`src/rtl/axi8_lite_master.sv`:
```
// AXI-lite initiator for the 8-bit pin interface of the tt_um_axi8_lite_proc
// responder. It runs one single-byte read or write at a time, with a 1-bit
// address. It returns the read data and a timeout flag through a
// valid/ready response port.
module axi8_lite_master #(
  parameter int TIMEOUT_CYCLES = 64,
  parameter int CNT_W          = 16
) (
  input  logic       clk,
  input  logic       rst,
  input  logic       cmd_valid,
  output logic       cmd_ready,
  input  logic       cmd_write,
  input  logic       cmd_addr,
  input  logic       cmd_wstrb,
  input  logic [7:0] cmd_wdata,
  output logic       rsp_valid,
  input  logic       rsp_ready,
  output logic [7:0] rsp_rdata,
  output logic       rsp_timeout,
  output logic [7:0] pin_ui,
  input  logic [7:0] pin_uo,
  output logic [7:0] pin_uio_out,
  input  logic [7:0] pin_uio_in
);

  typedef enum logic [2:0] {IDLE, WR_AW_W, WR_B, RD_AR, RD_R, RESP} state_t;

  state_t           state_q, state_d;
  logic [CNT_W-1:0] cnt_q, cnt_d;
  logic             ready_q, ready_d;
  logic             awvalid_q, awvalid_d, arvalid_q, arvalid_d, wvalid_q, wvalid_d;
  logic             rready_q, rready_d, bready_q, bready_d;
  logic             addr_q, addr_d, wstrb_q, wstrb_d;
  logic [7:0]       uio_q, uio_d, rdata_q, rdata_d;
  logic             timeout_q, timeout_d;

  // Responder-side pin aliases; the upper pin_uo bits carry nothing for us.
  logic awready, wready, bvalid, arready, rvalid;
  logic unused_uo;
  assign awready   = pin_uo[0];
  assign wready    = pin_uo[1];
  assign bvalid    = pin_uo[2];
  assign arready   = pin_uo[3];
  assign rvalid    = pin_uo[4];
  assign unused_uo = ^pin_uo[7:5];

  logic expire, aw_left, w_left;
  // The phase times out on the edge where the count would reach TIMEOUT_CYCLES.
  assign expire  = (cnt_q == CNT_W'(TIMEOUT_CYCLES - 1));
  assign aw_left = awvalid_q & ~awready;
  assign w_left  = wvalid_q & ~wready;

  // Next-state, pin and response computation for the transaction sequencer.
  always_comb begin
    // NOTE: every signal this block drives gets a default here, so no path can infer a latch.
    state_d   = state_q;
    cnt_d     = cnt_q;
    awvalid_d = awvalid_q;
    arvalid_d = arvalid_q;
    wvalid_d  = wvalid_q;
    rready_d  = rready_q;
    bready_d  = bready_q;
    addr_d    = addr_q;
    wstrb_d   = wstrb_q;
    uio_d     = uio_q;
    rdata_d   = rdata_q;
    timeout_d = timeout_q;

    unique case (state_q)
      IDLE: begin
        if (cmd_valid && ready_q) begin
          addr_d    = cmd_addr;
          wstrb_d   = cmd_write & cmd_wstrb;
          rdata_d   = 8'h00;
          timeout_d = 1'b0;
          cnt_d     = '0;
          if (cmd_write) begin
            awvalid_d = 1'b1;
            wvalid_d  = 1'b1;
            uio_d     = cmd_wdata;
            state_d   = WR_AW_W;
          end else begin
            arvalid_d = 1'b1;
            state_d   = RD_AR;
          end
        end
      end
      WR_AW_W: begin
        if (!aw_left && !w_left) begin
          awvalid_d = 1'b0;
          wvalid_d  = 1'b0;
          uio_d     = 8'h00;
          bready_d  = 1'b1;
          cnt_d     = '0;
          state_d   = WR_B;
        end else if (expire) begin
          state_d = RESP;
        end else begin
          awvalid_d = aw_left;
          wvalid_d  = w_left;
          cnt_d     = cnt_q + CNT_W'(1);
        end
      end
      WR_B: begin
        if (bvalid) begin
          bready_d = 1'b0;
          rdata_d  = 8'h00;
          state_d  = RESP;
        end else if (expire) begin
          state_d = RESP;
        end else begin
          cnt_d = cnt_q + CNT_W'(1);
        end
      end
      RD_AR: begin
        if (arready) begin
          arvalid_d = 1'b0;
          rready_d  = 1'b1;
          cnt_d     = '0;
          state_d   = RD_R;
        end else if (expire) begin
          state_d = RESP;
        end else begin
          cnt_d = cnt_q + CNT_W'(1);
        end
      end
      RD_R: begin
        if (rvalid) begin
          rdata_d  = pin_uio_in;
          rready_d = 1'b0;
          state_d  = RESP;
        end else if (expire) begin
          state_d = RESP;
        end else begin
          cnt_d = cnt_q + CNT_W'(1);
        end
      end
      RESP: begin
        if (rsp_ready) state_d = IDLE;
      end
      default: state_d = IDLE;
    endcase

    // An expiry abort leaves every handshake line low and flags the timeout.
    if (state_q != IDLE && state_q != RESP && state_d == RESP && state_q == state_q
        && expire && !(state_q == WR_AW_W && !aw_left && !w_left)
        && !(state_q == WR_B && bvalid) && !(state_q == RD_AR && arready)
        && !(state_q == RD_R && rvalid)) begin
      awvalid_d = 1'b0;
      arvalid_d = 1'b0;
      wvalid_d  = 1'b0;
      rready_d  = 1'b0;
      bready_d  = 1'b0;
      uio_d     = 8'h00;
      rdata_d   = 8'h00;
      timeout_d = 1'b1;
    end

    ready_d = (state_d == IDLE);
  end

  // State and pin registers; an asynchronous reset drops every pin at once.
  always_ff @(posedge clk or posedge rst) begin
    if (rst) begin
      state_q   <= IDLE;
      cnt_q     <= '0;
      ready_q   <= 1'b0;
      awvalid_q <= 1'b0;
      arvalid_q <= 1'b0;
      wvalid_q  <= 1'b0;
      rready_q  <= 1'b0;
      bready_q  <= 1'b0;
      addr_q    <= 1'b0;
      wstrb_q   <= 1'b0;
      uio_q     <= 8'h00;
      rdata_q   <= 8'h00;
      timeout_q <= 1'b0;
    end else begin
      // NOTE: non-blocking updates keep every register reading pre-edge values.
      state_q   <= state_d;
      cnt_q     <= cnt_d;
      ready_q   <= ready_d;
      awvalid_q <= awvalid_d;
      arvalid_q <= arvalid_d;
      wvalid_q  <= wvalid_d;
      rready_q  <= rready_d;
      bready_q  <= bready_d;
      addr_q    <= addr_d;
      wstrb_q   <= wstrb_d;
      uio_q     <= uio_d;
      rdata_q   <= rdata_d;
      timeout_q <= timeout_d;
    end
  end

  assign cmd_ready   = ready_q;
  assign rsp_valid   = (state_q == RESP);
  assign rsp_rdata   = rdata_q;
  assign rsp_timeout = timeout_q;
  assign pin_ui      = {1'b0, wstrb_q, addr_q, bready_q, rready_q, wvalid_q, arvalid_q, awvalid_q};
  assign pin_uio_out = uio_q;

endmodule

```
`config.mk`:
```
export PLATFORM = sky130hd
export DESIGN_NAME = axi8_lite_master
export DESIGN_NICKNAME = d
export VERILOG_FILES = /design/src/rtl/axi8_lite_master.sv
export SDC_FILE = /design/constraint.sdc
export NUM_CORES = 1
export LEC_CHECK = 0
export CORE_UTILIZATION = 52
export CTS_CLUSTER_SIZE = 14
export DETAILED_ROUTE_END_ITERATION = 16
export PLACE_DENSITY_LB_ADDON = 0.2
export SYNTH_ARGS = -nofsm -noshare
export SYNTH_HDL_FRONTEND = slang
export SYNTH_SLANG_ARGS = --single-unit
```
`constraint.sdc`:
```
create_clock -name clk -period 5.2 [get_ports clk]
set_clock_uncertainty 0.1 [all_clocks]
set_input_delay 1.04 -clock clk [delete_from_list [all_inputs] [get_ports clk]]
set_output_delay 1.04 -clock clk [all_outputs]
set_load 0.02 [all_outputs]
```
# [After elaboration in Yosys (flattened, before gate mapping)]
# Index checks and enable logic that the tools add are counted.
[op_classes] muxes=52 reduce_logical=40 bitwise_logic=5 eq_ne=19 addsub=1
[ops] op="two-way mux 16 bit" count=6
[ops] op="case mux 16 bit (5 select lines)" count=1
[ops] op="two-way mux 8 bit" count=8
[ops] op="case mux 8 bit (3 select lines)" count=1
[ops] op="two-way mux 1 bit" count=21
[ops] op="two-way mux 3 bit" count=7
[ops] op="AND reduction 4 bit" count=5
[ops] op="case mux 3 bit (6 select lines)" count=1
[ops] op="adder 16 x 1 -> 16 bit, second input constant" count=1
[ops] op="== test 16 x 6 -> 1 bit, second input constant" count=1
[ops] op="case mux 8 bit (2 select lines)" count=1
[ops] op="nonzero test 3 bit" count=5
[ops] op="logical AND 1 bit" count=14
[ops] op="!= test 3 x 2 -> 1 bit, second input constant" count=4
[ops] op="!= test 3 bit, second input constant" count=4
[ops] op="case mux 1 bit (2 select lines)" count=5
[ops] op="== test 3 bit, second input constant" count=3
[ops] op="== test 3 x 2 -> 1 bit, second input constant" count=2
[ops] op="logical NOT 1 bit" count=6
[ops] op="logical NOT 3 bit" count=2
[ops] op="!= test 2 bit, second input constant" count=3
[ops] op="AND reduction 3 bit" count=2
[ops] op="nonzero test 5 bit" count=1
[ops] op="!= test 4 x 3 -> 1 bit, second input constant" count=1
[ops] op="other kinds (7)" count=12
[totals] regBits=44 inputBits=31 out_inout_bits=27 elab_cells=130

# [Longest topological paths before layout]
[logic_depth] word_depth=15 mapped_depth=7 ltp_nobuf=6

# [Least setup slack after synthesis]
# No wires, ideal clock.
[synth_path] path_type="input -> register" from="input port pin_uo[4]" to="register cnt_q[0]" path_stages=5 path_buffers=1 setup_time_ps=132 setup_slack_ps=2816 t_arrival_ps=2153 required_ps=4968 path_cell_list="o31a_1 > a31o_2 > nor2_1 > clkbuf_1 > nor2_1"
[synth_between] elab_chain_len=2
[synth_rtl] element="start: declaration" line_no="22" rtl="input logic [7:0] pin_uo,"
[synth_rtl] element="!= test 2 bit (no source line)"
[synth_rtl] element="AND reduction 4 bit (no source line)"
[synth_rtl] element="end signal: assignment" line_no="182" rtl="cnt_q <= cnt_d;"
[synth_rtl] element="end: declaration" line_no="30" rtl="logic [CNT_W-1:0] cnt_q, cnt_d;"
# Every way passes these cells.
# A chain may end at the register's enable or synchronous reset.

# [Final worst setup path]
[layout_path] from="input port pin_uo[1]" to="register cnt_q[13]"
[layout_between] elab_chain_len=6
[layout_rtl] element="NOT 1 bit" line_no="52" rtl="assign w_left = wvalid_q & ~wready;"
[layout_rtl] element="bitwise AND 1 bit" line_no="52"
[layout_rtl] element="logical NOT 1 bit" line_no="90" rtl="if (!aw_left && !w_left) begin"
[layout_rtl] element="logical AND 1 bit" line_no="90"
[layout_rtl] element="two-way mux 16 bit" line_no="90"
[layout_rtl] element="case mux 16 bit (5 select lines)" line_no="70" rtl="unique case (state_q)"
# Every way passes these cells.

==> impl_metrics.py <==
metrics = {
    "clocking": {
        "cts_tree": "built",
        "ctsResizeCount": 0,
        "clk_latency_ns": 0.29,
        "htreeDepth": 2,
        "clk_path_buf_depth": 2,
        "hold_buffers": 0,
        "clock-sinks": 44,
        "path_clk_slew_ns": 0.08,
        "cts_buffers": 5,
        "cts-root-buf": "clkbuf_8",
        "post_cts_buffers": 0,
    },
    "synth": {
        "synth_fp_nets": 262,
        "yosysUniqueCellTypes": 51,
        "yosys-top-cells-area": "dfrtp_1 (49%), nor2_1 (7.4%), a22oi_1 (5.3%)",
        "ys_warn_count": 0,
        "yosysTopAreaCell": "dfrtp_1",
        "yosysMostFrequentCell": "nor2_1",
        "ys_seq_area_share_pct": 48.5,
        "synth-async-reset-ratio_pct": 100,
        "synth.cell_area_um2": 2270,
        "synth-seq-cells": 44,
        "synth_area_per_cell_um2": 9.86,
        "synth_top_area_share_pct": 48.5,
        "synthFlopType": "dfrtp_1",
        "synth_edf_count": 0,
        "ys_top_cells_by_count": "nor2_1 (45), dfrtp_1 (44), a22oi_1 (16), nand2_1 (12), a21oi_1 (11)",
        "synth_cells": 230,
    },
    "sta": {
        "setup_tns_ns": 0,
        "tightest_slew_ns": 1.09,
        "fin_crit_sh_pct": 58.8,
        "relSlewSlack_pct": 27.3,
        "fmax_ghz": 0.327,
        "drv_slew": 0,
        "rsz0062_at_grt": "false",
        "fin_crit_ns": 3.06,
        "setup_violations": 0,
        "finalHoldViolations": 0,
    },
    "placed_design": {
        "dp.cells": 319,
        "dp_hpwl_um": 3280,
        "port_buffers": 53,
        "gp_congestion": 0.841,
    },
    "worst_setup_path": {
        "cp.required_ns": 5.24,
        "crit_path_end": "cnt_q[13]",
        "path_cells": "clkdlybuf4s50_1 > nor2b_1 > o21ai_0 > a21oi_1 > nor2_1 > nor2_1",
        "end_kind": "register",
        "crit_slowest_cell": "nor2_1",
        "crit_fanout": 15,
        "crit_type": "input port to register",
        "start_kind": "input port",
        "critPathTopFamily": "simple AND/OR/NAND/NOR gates",
        "critPathBufInv": 1,
        "crit_cells": 6,
        "crit_path_frequent_cell": "nor2_1",
        "startpoint": "pin_uo[1]",
        "worstRegToRegCells": 5,
        "timing.rr.start": "cnt_q[13]",
        "worstReg2RegEnd": "bready_q",
        "arrival_ns": 3.09,
        "slowest_delay_ns": 0.79,
        "reg2reg_slack_ns": 2.52,
    },
    "pwr": {
        "p_leak_uw": 0.00124,
        "clockPowerShare_pct": 15.9,
        "ir_drop_uv": 305,
        "power.internal_uw": 862,
        "switching_power_uw": 552,
        "switching_share_pct": 39.1,
        "p_seq_share_pct": 38.2,
        "powerDensity_nw_per_um2": 493,
        "pwr-share-comb_pct": 45.9,
    },
    "floorplanning": {
        "io_pins": 58,
        "start_util_pct": 55.5,
        "rows": 23,
        "core_area_um2": 4090,
        "die_h_um": 68.1,
        "die_width_um": 68.1,
        "dieArea_um2": 4630,
    },
    "global_routing": {
        "grt_max_degree": 45,
        "grt_use_total_pct": 22.8,
        "grt_overflow": 0,
        "grt_antenna_before_repair": 0,
        "grt_pass1_vias": 1738,
        "grt_pass1_wl_um": 7690,
    },
    "hold_path": {
        "min_path_cells": 2,
        "hold_class": "register to register",
    },
    "routing": {
        "drc": 0,
        "viasPerCell": 5.55,
        "routed_wl_um": 4630,
        "drt_iter0_markers": 82,
        "first_pass_iters": 4,
        "wire_per_inst_um": 14.2,
        "ant_nets": 0,
        "num_vias": 1810,
    },
    "finish": {
        "antenna-diode-count": 0,
        "multi_input_area_um2": 1040,
        "seqCellArea_um2": 1100,
        "final_cells": 326,
        "fillCellCount": 331,
        "area.growth.synth_to_final_pct": 26.4,
        "layout.nets": 308,
        "drive_above_1_share_pct": 9.06,
    },
    "run_status": {
        "status": "finished, final reports clean",
    },
    "run": {
        "drv_cap": 0,
    },
}
state kept, by name (all words and copies together), names as in the netlist:
register,flops
addr_q,1
arvalid_q,1
awvalid_q,1
bready_q,1
cmd_ready,1
cnt_q,16
pin_uio_out,8
rready_q,1
rsp_rdata,8
rsp_timeout,1
state_q,3
wstrb_q,1
wvalid_q,1
cell usage in the layout, fill, tap and decap left out, types with 2 or more instances in the layout:
| cell | netlist | routed |
|---|---|---|
| o21ai_0 | 4 | 4 |
| nand4_1 | 5 | 5 |
| a21o_1 | 2 | 2 |
| a21oi_1 | 11 | 11 |
| a22oi_1 | 16 | 16 |
| nand2b_1 | 3 | 3 |
| xnor2_1 | 6 | 6 |
| clkdlybuf4s50_1 | 0 | 53 |
| a211oi_1 | 5 | 5 |
| inv_1 | 5 | 4 |
| xor2_1 | 8 | 8 |
| nand3_1 | 8 | 8 |
| nor2_1 | 45 | 45 |
| dfrtp_1 | 44 | 44 |
| nand2_1 | 12 | 12 |
| clkbuf_8 | 0 | 7 |
| a31o_2 | 2 | 2 |
| mux2i_1 | 2 | 2 |
| nand3b_1 | 2 | 2 |
| a21o_2 | 2 | 2 |
| nor2b_1 | 4 | 4 |
| buf_4 | 9 | 2 |
per-stage QoR:
stage	util [%]	hold slack [ns]	setup WS, ns	power, µW	area (µm²)
2_1_floorplan	-	0.351	2.82	974	2270
3_3_place_gp	67.8	0.365	1.84	1190	2770
3_5_place_dp	67.8	0.375	1.81	1200	2770
4_1_cts	70.2	0.394	2.13	1430	2870
5_1_grt	70.2	0.412	1.91	1520	2870
6_report	70.2	0.390	2.14	1410	2870
power groups by stage:
stage	clock (µW)	sequential [µW]	combinational, µW
floorplan	0	568	406
global placement	0	542	646
detailed placement	0	543	656
CTS	232	541	657
global route	250	557	710
finish	225	541	648
cell type report:
class | instances | area share (%)
Multi-Input combinational cell | 165 | 36.4
Sequential cell | 44 | 38.4
Clock buffer | 7 | 3.36
Timing Repair Buffer | 55 | 19.0
Inverter | 5 | 0.654
Tap cell | 50 | 2.18
worst min path at each step:
| stage | start | to | slack (ns) |
|---|---|---|---|
| 5_1_grt | rsp_timeout | rsp_timeout | 0.41 |
| 6_report | wstrb_q | wstrb_q | 0.39 |
| 4_1_cts | rsp_timeout | rsp_timeout | 0.39 |
| 3_3_place_gp | wstrb_q | wstrb_q | 0.36 |
| 3_5_place_dp | rsp_timeout | rsp_timeout | 0.37 |
| 2_1_floorplan | wstrb_q | wstrb_q | 0.35 |
tightest hold or removal path: cells and delay by family (launching register included):
family	cells	cell delay, ns
compound gates	1	0.06
flops	1	0.35
simple gates	1	0.05
routing by layer:
| metal | up-vias | global-route usage, % | routed length (µm) |
|---|---|---|---|
| li1 | 888 | - | - |
| met1 | 881 | 27.7 | 2120 |
| met2 | 36 | 37.5 | 2270 |
| met3 | 5 | 8.00 | 183 |
| met4 | 0 | 7.55 | 57 |
| met5 | - | 0 | 0 |
logic make-up after synthesis:
logic type / share of synthesized area [%]
other: 0.165
xor gates and xnor gates: 5.41
and+or+nand+nor: 22.7
muxes: 1.38
adders and majority gates: 0.551
AOI/OAI and AO/OA: 15.6
buffers and inverters: 5.74
DFF: 48.5
Power figures use the tool's default switching activity.
